## src/rtl/cmp_pkg.sv

```systemverilog
// Shared types and the per-bit decision step for the serial magnitude comparator.
package cmp_pkg;

  typedef enum logic [1:0] {S_IDLE, S_SHIFT, S_DONE} cmp_state_t;
  typedef enum logic [1:0] {CMP_EQ, CMP_GT, CMP_LT} cmp_result_t;

  // keep_first=1 freezes the first difference (MSB-first order); otherwise the latest difference wins.
  function automatic cmp_result_t cmp_step(cmp_result_t cur, logic a, logic b, logic keep_first);
    if (a == b) return cur;
    if (keep_first && (cur != CMP_EQ)) return cur;
    return a ? CMP_GT : CMP_LT;
  endfunction

endpackage

```

## src/rtl/serial_compare16.sv

```systemverilog
// Bit-serial unsigned comparator; flags load and done pulses 1 cycle after the WIDTH-th valid pair.
// bit_valid low simply stalls the shift (no timeout); start while busy restarts the run.
module serial_compare16
  import cmp_pkg::*;
#(
  parameter int WIDTH     = 16,
  parameter bit MSB_FIRST = 1'b1
) (
  input  logic clk,
  input  logic rst_n,
  input  logic start,
  input  logic bit_valid,
  input  logic a_bit,
  input  logic b_bit,
  output logic busy,
  output logic done,
  output logic agreat,
  output logic bgreat,
  output logic equal
);

  localparam int CW = $clog2(WIDTH + 1);
  localparam logic [CW-1:0] LAST = CW'(WIDTH - 1);

  cmp_state_t  state;
  cmp_result_t decision;
  cmp_result_t dec_next;
  logic [CW-1:0] count;

  assign dec_next = cmp_step(decision, a_bit, b_bit, MSB_FIRST);

  always_ff @(posedge clk or negedge rst_n) begin
    if (!rst_n) begin
      state    <= S_IDLE;
      count    <= '0;
      decision <= CMP_EQ;
      busy     <= 1'b0;
      done     <= 1'b0;
      agreat   <= 1'b0;
      bgreat   <= 1'b0;
      equal    <= 1'b0;
    end else begin
      done <= 1'b0;
      case (state)
        S_IDLE, S_DONE: begin
          if (start) begin
            state    <= S_SHIFT;
            busy     <= 1'b1;
            count    <= '0;
            decision <= CMP_EQ;
          end else begin
            state <= S_IDLE;
          end
        end
        S_SHIFT: begin
          if (start) begin
            // Abort: the pair presented alongside start belongs to no run.
            count    <= '0;
            decision <= CMP_EQ;
          end else if (bit_valid) begin
            count    <= count + CW'(1);
            decision <= dec_next;
            if (count == LAST) begin
              state  <= S_DONE;
              busy   <= 1'b0;
              done   <= 1'b1;
              agreat <= (dec_next == CMP_GT);
              bgreat <= (dec_next == CMP_LT);
              equal  <= (dec_next == CMP_EQ);
            end
          end
        end
        default: begin
          state <= S_IDLE;
          busy  <= 1'b0;
        end
      endcase
    end
  end

endmodule

```

## config.mk

```make
export PLATFORM = sky130hd
export DESIGN_NAME = serial_compare16
export DESIGN_NICKNAME = d
export VERILOG_FILES = /design/src/rtl/cmp_pkg.sv /design/src/rtl/serial_compare16.sv
export SDC_FILE = /design/constraint.sdc
export NUM_CORES = 1
export LEC_CHECK = 0
export CAP_MARGIN = 20
export CORE_MARGIN = 5
export CORE_UTILIZATION = 50
export CTS_CLUSTER_SIZE = 40
export DETAILED_ROUTE_END_ITERATION = 8
export GPL_TIMING_DRIVEN = 0
export PLACE_DENSITY = 0.75
export SLEW_MARGIN = 20
export SYNTH_ARGS = -nofsm -noshare
export SYNTH_HDL_FRONTEND = slang
export SYNTH_SLANG_ARGS = --single-unit
```

## constraint.sdc

```tcl
create_clock -name clk -period 2.31 [get_ports clk]
set_input_delay 0.231 -clock clk [delete_from_list [all_inputs] [get_ports clk]]
set_output_delay 0.231 -clock clk [all_outputs]
set_load 0.01 [all_outputs]
```

Word level (Yosys, flattened, before mapping)
Index checks and enable logic that the tools add are counted.
{"block": "op_classes", "addsub": 1, "n_mul": 0, "div": 0, "n_lt_le_gt_ge": 0, "eq_ne": 11, "n_shift": 0, "n_mux": 30, "bitwise_logic": 1, "n_reduce_logical": 9}
{"op": "2-bit two-way mux", "n": 11}
{"op": "5-bit two-way mux", "n": 3}
{"op": "1-bit two-way mux", "n": 12}
{"op": "5-bit one-hot mux with 2 select lines", "n": 1}
{"op": "2-bit inequality test (second input constant)", "n": 4}
{"op": "2-bit one-hot mux with 2 select lines", "n": 2}
{"op": "4-bit AND reduction", "n": 2}
{"op": "3-bit AND reduction", "n": 2}
{"op": "5-bit by 1-bit adder with 5-bit output (second input constant)", "n": 1}
{"op": "5-bit by 4-bit equality test with 1-bit output (second input constant)", "n": 1}
{"op": "2-bit by 1-bit equality test with 1-bit output (second input constant)", "n": 2}
{"op": "2-bit equality test (second input constant)", "n": 2}
{"op": "2-bit zero test", "n": 2}
{"op": "2-bit nonzero test", "n": 2}
{"op": "3-bit inequality test (second input constant)", "n": 1}
{"op": "1-bit one-hot mux with 2 select lines", "n": 1}
{"op": "2-bit OR reduction", "n": 1}
{"op": "1-bit equality test", "n": 1}
{"op": "1-bit NOT", "n": 1}
{"block": "totals", "ff_bits": 14, "latchBits": 0, "ram_bits": 0, "romBits": 0, "in_bits": 6, "output_inout_bits": 5, "word_cells": 60, "memories": 0}

Logic depth before layout (Yosys ltp)
Gate-level depths: netlist (run 1).
{"block": "depth", "word_depth": 8, "depth_mapped": 6, "ltp_nobuf": 6}

Worst setup path after synthesis (run 1)
OpenSTA, ideal clock, no wires.
{"block": "synth_path", "path_type": "register to register", "from": "reg count[0]", "to": "reg bgreat", "setup_ns": 0.125, "arrival_ns": 1.485, "t_required_ns": 2.185, "slack_ns": 0.701, "stages_incl_launch_ff": 7, "path_buffers": 0, "period_less_slack_ns": 1.609, "cell_sequence": "dfrtp_1 -> ha_1 -> and3_1 -> ha_1 -> nand3_2 -> nor3_4 -> mux2_2"}
{"block": "synth_via", "elab_chain_len": 2}
{"element": "start, declared", "line_no": "serial_compare16.sv:28", "rtl": "logic [CW-1:0] count;"}
{"element": "start signal, assigned", "line_no": "serial_compare16.sv:61", "rtl": "count <= count + CW'(1);"}
{"element": "5-bit by 4-bit equality test with 1-bit output", "line_no": "serial_compare16.sv:63", "rtl": "if (count == LAST) begin"}
{"element": "4-bit AND reduction (no line)"}
{"element": "end signal, assigned", "line_no": "serial_compare16.sv:68", "rtl": "bgreat <= (dec_next == CMP_LT);"}
{"element": "end, declared", "line_no": "serial_compare16.sv:18", "rtl": "output logic bgreat,"}
No other way between the ends.
A chain may end at the register's enable or synchronous reset.

Final worst setup path (run 1)
Same ends and word-level chain as after synthesis.

==> summary.txt, run 1 <==
Yosys
  • Synth warn: 0
  • Area contributors post-synth: dfrtp_1 (51%), a21oi_1 (5.9%), a22o_1 (3.9%), ha_1 (3.7%), mux2_2 (3.3%)
  • Dominant cell type by area after synthesis: dfrtp_1
  • Register area share after synthesis: 51.5%
  • #FFs+latches synth: 14
  • Yosys top cell area share: 51.5%
  • Syn Area/Cell: 11.2 sq um
  • Mapped Nets: 69
  • Number of distinct library cells after synthesis: 28
  • Mapped cell area: 681 sq um
  • Post-Synthesis Cells: 61

Floorplan
  • Core region area: 0.00130 sq mm
  • Row cnt: 13
  • Die height: 46.9 microns
  • I/O pins: 11
  • Starting density of the core: 52.3%
  • Die width: 46.9 microns
  • Die area: 0.00220 sq mm

Setup path
  • CP Capture Type: flip-flop
  • Crit Path Max Fanout: 4
  • CP Launch Type: flip-flop
  • Cells along the critical path: ha_1 -> and3_1 -> ha_1 -> nand3_2 -> nor3_4 -> mux2_2
  • Critical path data required time: 2.47 ns
  • Critical Path Slowest Stage Cell: dfrtp_1
  • Critical path's most frequent cell: ha_1
  • CP max stage delay: 0.38 ns
  • Crit path DAT: 1.93 ns
  • Kind of critical path: flip-flop to flip-flop

Layout
  • # fillers: 111
  • Fin util: 63.2%
  • P&R area growth vs syn: 20.8%
  • N_diodes: 0
  • Layout cells sized above 1: 13.5%
  • Finished Cell Area: 822 sq um
  • Fin cells: 89
  • Nets: 84

Routing
  • DRC: 0
  • Total wire length: 1250 microns
  • Number of detailed-route iterations in the first pass: 6
  • Vias/cell: 5.60
  • Antenna Nets Post-Route: 0
  • Vias: 498
  • Drt first-iter violations: 16
  • Wire per inst: 14.1 microns

Power
  • Sw Share: 22.8%
  • P_int: 0.329 mW
  • PwrDens: 518 mW/mm^2
  • Comb power frac: 9.2%
  • P_leak: 0.367 nW
  • Switching power: 0.0973 mW
  • Peak VDD IR: 0.333 mV
  • Clock Power Share: 31.3%
  • Flop pwr share: 59.6%

Timing
  • Hold_ws: 0.336 ns
  • Max-slew violations: 0
  • Tmin final: 1.78 ns
  • Worst clock skew: 0.0107 ns
  • Final Hold Viols: 0
  • Relative slew slack: 57.8%
  • Fmax: 0.563 GHz
  • Endpoints failing setup: 0
  • Final worst-path cycle share: 76.9%
  • Worst Tran Pin Value: 0.631 ns
  • Post-route setup TNS: 0 ns
  • Unrepaired setup endpoints after global routing: no

Flow run
  • Max Cap Viol: 0

CTS
  • Clock transition at the registers of the reported paths: 0.08 ns
  • CTS tree: done
  • Num CTS Buffers: 3
  • Worst skew pair latency: 0.28 ns
  • Hold_buf cts: 0
  • Postcts setup bufs: 0
  • CTS resizes: 0
  • Root Buffer: clkbuf_4
  • Worst-case clock buffer depth: 2
  • Sink Count: 14
  • # H-tree levels: 1

Global route
  • Vias in the first global route: 520
  • GRT overflow: 0
  • First-pass GRT wire length: 2270 microns
  • Initial antenna violation count: 0
  • Largest net degree at the start of global routing: 15
  • All-Layer GR Usage: 14.9%

Status
  • Outcome: complete, no violations

Placed design
  • Post-DP HPWL: 921 microns
  • PortBufs: 10
  • Post-DP Area: 800 sq um
  • Final GP Congestion: 0.757
  • Placed insts: 86

Min path
  • Worst Hold Class: input port to asynchronous set/reset pin
## final cells by class
cell class	instances	area (sq um)	area share (%)
buffer	2	12.5	1.52
clock buffer	3	22.5	2.74
inverter	3	11.3	1.37
multi-input combinational	42	307	37.3
sequential	14	350	42.6
tap	15	18.8	2.28
timing repair buffer	10	100	12.2
## routing by layer
layer  part of all wire, %  routed length, microns  track usage [%]  vias up
met2                    45                     567             22.5       12
met1                    48                     601             18.7      232
met4                  0.96                      12             6.63        0
li1                      -                       -                -      252
met3                   5.7                      71             6.13        2
met5                     0                       0                0        -
## sequential cells by signal (all words and copies together) (netlist names)
name	flops
bgreat	1
busy	1
count	5
state	2
equal	1
done	1
agreat	1
decision	2
## cells by family (layout without fill, tap and decap cells)
logic type,Yosys count,count (layout),share of synthesized area [%]
simple gates,18,18,18.4
compound gates,17,17,15.4
flops,14,14,51.5
buf+inv,5,18,3.49
mux,4,4,6.25
fa+ha+maj,2,2,3.68
xor+xnor,1,1,1.29
## worst paths after layout
kind / start / end / slack (ns) / cells after the start
worst max-delay path: count[0] / bgreat / 0.53 / 6
worst min-delay path: rst_n / count[2] / 0.34 / 1
max in group asynchronous: rst_n / bgreat / 1.55 / 1
worst max register to register: count[0] / bgreat / 0.53 / 6
min in group clk: count[0] / count[0] / 0.51 / 1
worst min register to register: count[0] / count[0] / 0.51 / 1
## through the flow
step                      setup WS (ns)  total power [mW]
after detailed placement          0.544             0.298
final                             0.534             0.426
after global placement            0.576             0.297
after global routing              0.419             0.445
after floorplan                   0.701             0.277
after CTS                         0.530             0.431
## power groups by stage
stage,combinational (mW),clock (mW),sequential [mW]
detailed placement,0.0389,0,0.259
CTS,0.0392,0.139,0.254
global route,0.0444,0.146,0.254
floorplan,0.0187,0,0.258
finish,0.0390,0.133,0.254
global placement,0.0389,0,0.258
## Yosys cell counts
master    number
and4bb_2       1
nor3_1         1
nand3_2        1
nand2b_1       2
nor3_4         1
a31oi_1        1
nand3_1        3
o21ai_0        2
mux2i_1        2
buf_4          1
nor2_1         1
inv_1          3
a22o_1         3
buf_2          1
o22ai_1        1
nor2b_1        2
and3_1         1
a21oi_1        8
mux2_2         2
nand2_1        2
a21o_1         1
dfrtp_1       14
xnor2_1        1
a32oi_1        1
and4b_1        1
nand3b_1       1
ha_1           2
nor4_1         1
## critical path, delay by kind of cell (launching register included)
| family | cells | cell delay (ns) |
|---|---|---|
| adder cells (fa/ha/maj) | 2 | 0.37 |
| AND/OR/NAND/NOR | 3 | 0.54 |
| multiplexers | 1 | 0.37 |
| flip-flops | 1 | 0.38 |
## placed cells by master, fill, tap and decap left out, drive strengths merged, types with 2 or more instances in the layout
cell type	count
dfrtp	14
clkdlybuf4s50	10
a21oi	8
nand3	4
inv	3
a22o	3
clkbuf	3
nand2b	2
mux2	2
nor2b	2
mux2i	2
o21ai	2
nand2	2
ha	2
buf	2
nor3	2
Power figures use the tool's default switching activity.
==> inputs of run 2 (changes only) <==
==> constraint.sdc (replaced) <==
create_clock -name clk -period 1.9 [get_ports clk]
set_input_delay 0.19 -clock clk [delete_from_list [all_inputs] [get_ports clk]]
set_output_delay 0.19 -clock clk [all_outputs]
set_load 0.01 [all_outputs]
==> results of run 2 <==
The final DEF is identical to that of run 1. Status: complete, no violations.
Main changes from that run: setup slack after placement 0.544 ns -> 0.134 ns; setup slack after layout 0.534 ns -> 0.124 ns; hold slack 0.336 ns -> 0.295 ns; register-to-register setup slack 0.53 ns -> 0.12 ns; total power 0.426 mW -> 0.518 mW; worst IR drop on VDD 0.333 mV -> 0.405 mV
